<file path="src/rtl/pll_reconfig_seq.sv">
// pll_reconfig_seq: reprograms the system PLL over the reconfig bus when the selected mode changes
module pll_reconfig_seq #(
  parameter int MODES = 2,
  parameter int MODE_W = $clog2(MODES),
  parameter int WRITES = 4,
  parameter int LOCK_TIMEOUT = 65535,
  parameter bit INIT_CFG = 0
) (
  input  logic              clk_sys,
  input  logic              reset,
  input  logic [MODE_W-1:0] mode,
  input  logic              start,
  output logic [MODE_W-1:0] tbl_mode,
  output logic [3:0]        tbl_idx,
  input  logic [5:0]        tbl_addr,
  input  logic [31:0]       tbl_data,
  input  logic              cfg_waitrequest,
  output logic              cfg_write,
  output logic [5:0]        cfg_address,
  output logic [31:0]       cfg_data,
  input  logic              pll_locked,
  output logic              core_reset,
  output logic              busy,
  output logic [MODE_W-1:0] cur_mode,
  output logic              lock_err
);
  localparam int CW = $clog2(LOCK_TIMEOUT + 17);
  typedef enum logic [2:0] {IDLE, PRE, TBL, GO, UNLOCK, LOCK, DONE} state_t;
  state_t state, state_n;
  logic [MODE_W-1:0] mode_s1, mode_s2, mode_s3, seq_mode, seq_mode_n, cur_mode_n;
  logic lock_s1, lock_s2, rst_d, trig, go_pre, wr_done, tbl_end;
  logic pending, pending_n, core_reset_n, lock_err_n, wr_n;
  logic [5:0] addr_n;
  logic [31:0] data_n;
  logic [4:0] idx, idx_n;
  logic [CW-1:0] cnt, cnt_n;
  assign trig = start || mode_s2 != mode_s3 || (INIT_CFG && rst_d && !reset);
  assign wr_done = cfg_write && !cfg_waitrequest;
  assign tbl_end = tbl_addr == 6'h3F || idx == 5'(WRITES);
  assign tbl_mode = seq_mode;
  assign tbl_idx = idx[3:0];
  assign busy = state != IDLE;
  // Synchronisers; stage 3 tracks stage 2 even in reset so no change is seen on release
  always_ff @(posedge clk_sys) begin
    mode_s1 <= mode;
    mode_s2 <= mode_s1;
    mode_s3 <= mode_s2;
    lock_s1 <= pll_locked;
    lock_s2 <= lock_s1;
    rst_d <= reset;
  end
  // State and registered bus/status outputs
  always_ff @(posedge clk_sys) begin
    if (reset) begin
      state <= IDLE;
      seq_mode <= '0;
      cur_mode <= '0;
      pending <= 1'b0;
      core_reset <= 1'b0;
      lock_err <= 1'b0;
      cfg_write <= 1'b0;
      cfg_address <= '0;
      cfg_data <= '0;
      idx <= '0;
      cnt <= '0;
    end else begin
      state <= state_n;
      seq_mode <= seq_mode_n;
      cur_mode <= cur_mode_n;
      pending <= pending_n;
      core_reset <= core_reset_n;
      lock_err <= lock_err_n;
      cfg_write <= wr_n;
      cfg_address <= addr_n;
      cfg_data <= data_n;
      idx <= idx_n;
      cnt <= cnt_n;
    end
  end
  // Next state; each write is launched on the edge entering its state, then drops for a gap cycle
  always_comb begin
    state_n = state;
    seq_mode_n = seq_mode;
    cur_mode_n = cur_mode;
    pending_n = pending || trig;
    core_reset_n = core_reset;
    lock_err_n = lock_err;
    wr_n = cfg_write;
    addr_n = cfg_address;
    data_n = cfg_data;
    idx_n = idx;
    cnt_n = cnt + CW'(1);
    go_pre = 1'b0;
    case (state)
      IDLE: begin
        pending_n = 1'b0;
        go_pre = trig;
      end
      PRE, TBL: begin
        if (wr_done) begin
          wr_n = 1'b0;
          idx_n = idx + 5'(state == TBL);
        end else if (!cfg_write) begin
          state_n = tbl_end ? GO : TBL;
          wr_n = 1'b1;
          addr_n = tbl_end ? 6'd2 : tbl_addr;
          data_n = tbl_end ? 32'd0 : tbl_data;
        end
      end
      GO: begin
        if (wr_done) wr_n = 1'b0;
        else if (!cfg_write) begin
          state_n = UNLOCK;
          cnt_n = '0;
        end
      end
      UNLOCK: begin
        if (!lock_s2 || cnt == CW'(15)) begin
          state_n = LOCK;
          cnt_n = '0;
        end
      end
      LOCK: begin
        if (lock_s2 || cnt == CW'(LOCK_TIMEOUT - 1)) begin
          state_n = DONE;
          core_reset_n = 1'b0;
          cur_mode_n = lock_s2 ? seq_mode : cur_mode;
          lock_err_n = !lock_s2;
        end
      end
      DONE: begin
        state_n = IDLE;
        pending_n = 1'b0;
        go_pre = pending || trig;
      end
      default: state_n = IDLE;
    endcase
    if (go_pre) begin
      state_n = PRE;
      seq_mode_n = mode_s2;
      core_reset_n = 1'b1;
      lock_err_n = 1'b0;
      wr_n = 1'b1;
      addr_n = '0;
      data_n = '0;
      idx_n = '0;
    end
  end
endmodule

</file>
<file path="config.mk">
export PLATFORM = sky130hd
export DESIGN_NAME = pll_reconfig_seq
export DESIGN_NICKNAME = d
export VERILOG_FILES = /design/src/rtl/pll_reconfig_seq.sv
export SDC_FILE = /design/constraint.sdc
export NUM_CORES = 1
export LEC_CHECK = 0
export ABC_AREA = 1
export CAP_MARGIN = 20
export CORE_ASPECT_RATIO = 1.75
export CORE_MARGIN = 10
export CORE_UTILIZATION = 46
export DETAILED_ROUTE_END_ITERATION = 7
export PLACE_DENSITY = 0.82
export SYNTH_ARGS = -nofsm -noshare
export SYNTH_HDL_FRONTEND = slang
export SYNTH_SLANG_ARGS = --single-unit
</file>
<file path="constraint.sdc">
create_clock -name clk_sys -period 1.8 [get_ports clk_sys]
set_input_delay 0.18 -clock clk_sys [delete_from_list [all_inputs] [get_ports clk_sys]]
set_output_delay 0.18 -clock clk_sys [all_outputs]
set_load 0.01 [all_outputs]
</file>
==> reports/results.txt, run 1 <==
crit path max-delay cell type = nor2_4
CTS tree = done
DRC = 0
Die Span Y = 126 um
CP Buf/Inv Count = 0
slew at the pin closest to its max-slew limit = 0.494 ns
Tot Pwr = 5.58 mW
Via Count = 2,791
Pwr per Cell Area = 1320 nW/um^2
LEAKAGE = 1.68 nW
vias per cell = 5.07
ys async rst share = 0
Post-Synthesis Cells = 368
final worst clock skew = 0.00813 ns
Core ar. = 6280 sq um
Root Driver = clkbuf_8
worst hold path class = in2reg
crit path kind = reg2reg
Area growth syn-to-layout = 42.3%
final period utilization = 0.905
Post-CTS Hold Buffers = 0
DRT antenna net count = 0
Area after DPL = 4010 sq um
Worst EP arrival = 1.92 ns
CP most frequent cell = nor2_4
Yosys top cell area share = 0.497
hpwl dp = 5950 um
Worst-Skew Late Latency = 0.36 ns
register area = 1480 sq um
top cells by area, synth = dfxtp_1 50%, nor2_1 9.9%, a22oi_1 9.3%, nand2_1 6.7%, inv_1 4.0%
Min Hold Slack = 0.267 ns
antenna violations before repair = 0
# setup viols final = 0
Std-Cell Rows = 38
#FFs+latches synth = 74
syn_area_per_cell = 8.10 sq um
final worst setup slack = 0.171 ns
max frequency = 614 MHz
die width = 80.8 um
Iter 0 DRT Violations = 145
ANT cells = 0
ys flop type = dfxtp_1
Seq/Total Area, Yosys = 0.497
area occupied by multi-input gates = 1310 sq um
leading cell type by number of instances after synthesis = nor2_1
Placed Instances = 533
most frequent cells after synthesis = 79 x nor2_1, 74 x dfxtp_1, 53 x nand2_1, 37 x a22oi_1, 32 x inv_1
Slew Limit Fails = 0
non-filler cells in the finished layout = 550
Post-CTS Setup Bufs = 0
YS warnings = 0
outcome = finished, final reports clean
number of top-level pins = 92
RSZ-0062 raised after global routing = false
largest net degree at the start of global routing = 40
Layout fillers = 518
setup TNS = 0 ns
CTS Buf Count = 9
Post-synth EDFFs = 0
critical path, cell by cell = nor2_4, nor3_4, nand2_2, nor2_4, a22oi_1, nor2_1
global-route wire length before repair = 12,800 um
synth unique cells = 31
final WL = 7970 um
CP max stage delay = 0.44 ns
Post-Syn Area = 2980 sq um
global-route usage over all layers = 0.158
total grt overflow = 0
crit path launch type = flip-flop
ratio of cells with drive above 1 in the final layout = 0.0851
Clock Pin Slew Worst Setup and Hold Paths = 0.07 ns
IO buf count = 91
CTS Buffer Depth = 2
VDD IR max = 0.671 mV
pre-CTS setup slack = -0.124 ns
Starting Density = 0.475
leading area contributor after synthesis = dfxtp_1
min Tclk post-route = 1.63 ns
post-route cell area = 4240 sq um
Crit path required time = 2.09 ns
H-tree depth = 3
CP max FO = 19
Mapped Nets = 416
post-DR wirelength/cell = 14.5 um
normalized max-slew margin = 0.670
Final Hold Vio Count = 0
layout net count = 513
1st-pass router iterations = 5
CTS Sinks = 74
vias in the first global route = 2,718
Die ar. = 10,200 sq um
RD Place Congestion = 0.796
max cap viols = 0
Core Util, Final = 0.676
CP delay by family, top = simple AND/OR/NAND/NOR gates
Critical Path End Type = flip-flop
worst register-to-register path, cell delays in order, from the launching register on:
cell     delay, ns
dfxtp_1       0.43
nor2_4        0.07
nor3_4        0.18
nand2_2       0.14
nor2_4        0.44
a22oi_1       0.16
nor2_1        0.14
sequential cells by signal (all words and copies together) (netlist names), 3 cells and up:
| register | count |
|---|---|
| cfg_data | 32 |
| cfg_address | 6 |
| state | 3 |
| idx | 5 |
| cnt | 17 |
layer usage:
layer	global-route usage	wire, um
met5	0	0
met4	0.107	350
met3	0.0431	549
met2	0.281	4330
met1	0.151	2740
power breakdown:
| group | internal [mW] | switching (mW) |
|---|---|---|
| Clock | 0.688 | 0.565 |
| Combinational | 0.995 | 1.25 |
| Sequential | 1.90 | 0.181 |
kinds of logic (layout without fill, tap and decap cells):
kind of cell	after synthesis	count (layout)	synth area share
XOR/XNOR	9	9	0.0264
AO/OA/AOI/OAI	64	64	0.144
AND/OR/NAND/NOR	168	169	0.242
adder cells (fa/ha/maj)	4	4	0.0168
buffers and inverters	49	150	0.0735
flip-flops	74	74	0.497
layout make-up:
| type | instances | area share |
|---|---|---|
| clock buffer | 15 | 0.0463 |
| sequential | 74 | 0.349 |
| tap | 80 | 0.0236 |
| inverter | 33 | 0.0292 |
| timing repair buffer | 101 | 0.241 |
| clock inverter | 1 | 0.00118 |
| multi-input combinational | 246 | 0.309 |
what timing repair did:
item                                    in CTS  in global routing
cloned                                       1                  0
pin swaps                                    2                  0
resized for setup                            4                  4
endpoints found under the setup margin       7                  3
placed cells by master, fill, tap and decap left out, drive strengths merged, types with 3 or more instances in the layout:
cell type      synthesis  layout
a22oi                 37      37
xnor2                  3       3
clkbuf                 2      15
nand3                 10      10
nor3                   8       8
nor2                  81      82
dfxtp                 74      74
buf                   14      10
nor3b                  4       4
xor2                   6       6
o21ai                  8       8
nand2                 55      55
inv                   33      33
clkdlybuf4s50          0      90
or2                    3       3
a21oi                 11      11
nand4                  3       3
ha                     4       4
final timing paths:
kind              slack (ns)  depth (start not counted)      from      endpoint
setup / recovery        0.17                          6  state[1]  cfg_data[12]
setup reg to reg        0.17                          6  state[1]  cfg_data[12]
hold / removal          0.27                          1      mode       mode_s1
hold reg to reg         0.33                          0   lock_s1       lock_s2
Power figures use the tool's default switching activity.
==> run 2, diff against run 1 <==
--- a/config.mk
+++ b/config.mk
@@ -12,6 +12,8 @@
 export CORE_UTILIZATION = 46
 export DETAILED_ROUTE_END_ITERATION = 7
 export PLACE_DENSITY = 0.82
+export SLEW_MARGIN = 20
 export SYNTH_ARGS = -nofsm -noshare
 export SYNTH_HDL_FRONTEND = slang
 export SYNTH_SLANG_ARGS = --single-unit
+export TNS_END_PERCENT = 100
==> results of run 2 <==
Same layout as run 1: the final DEF is identical, and so are final timing and power.
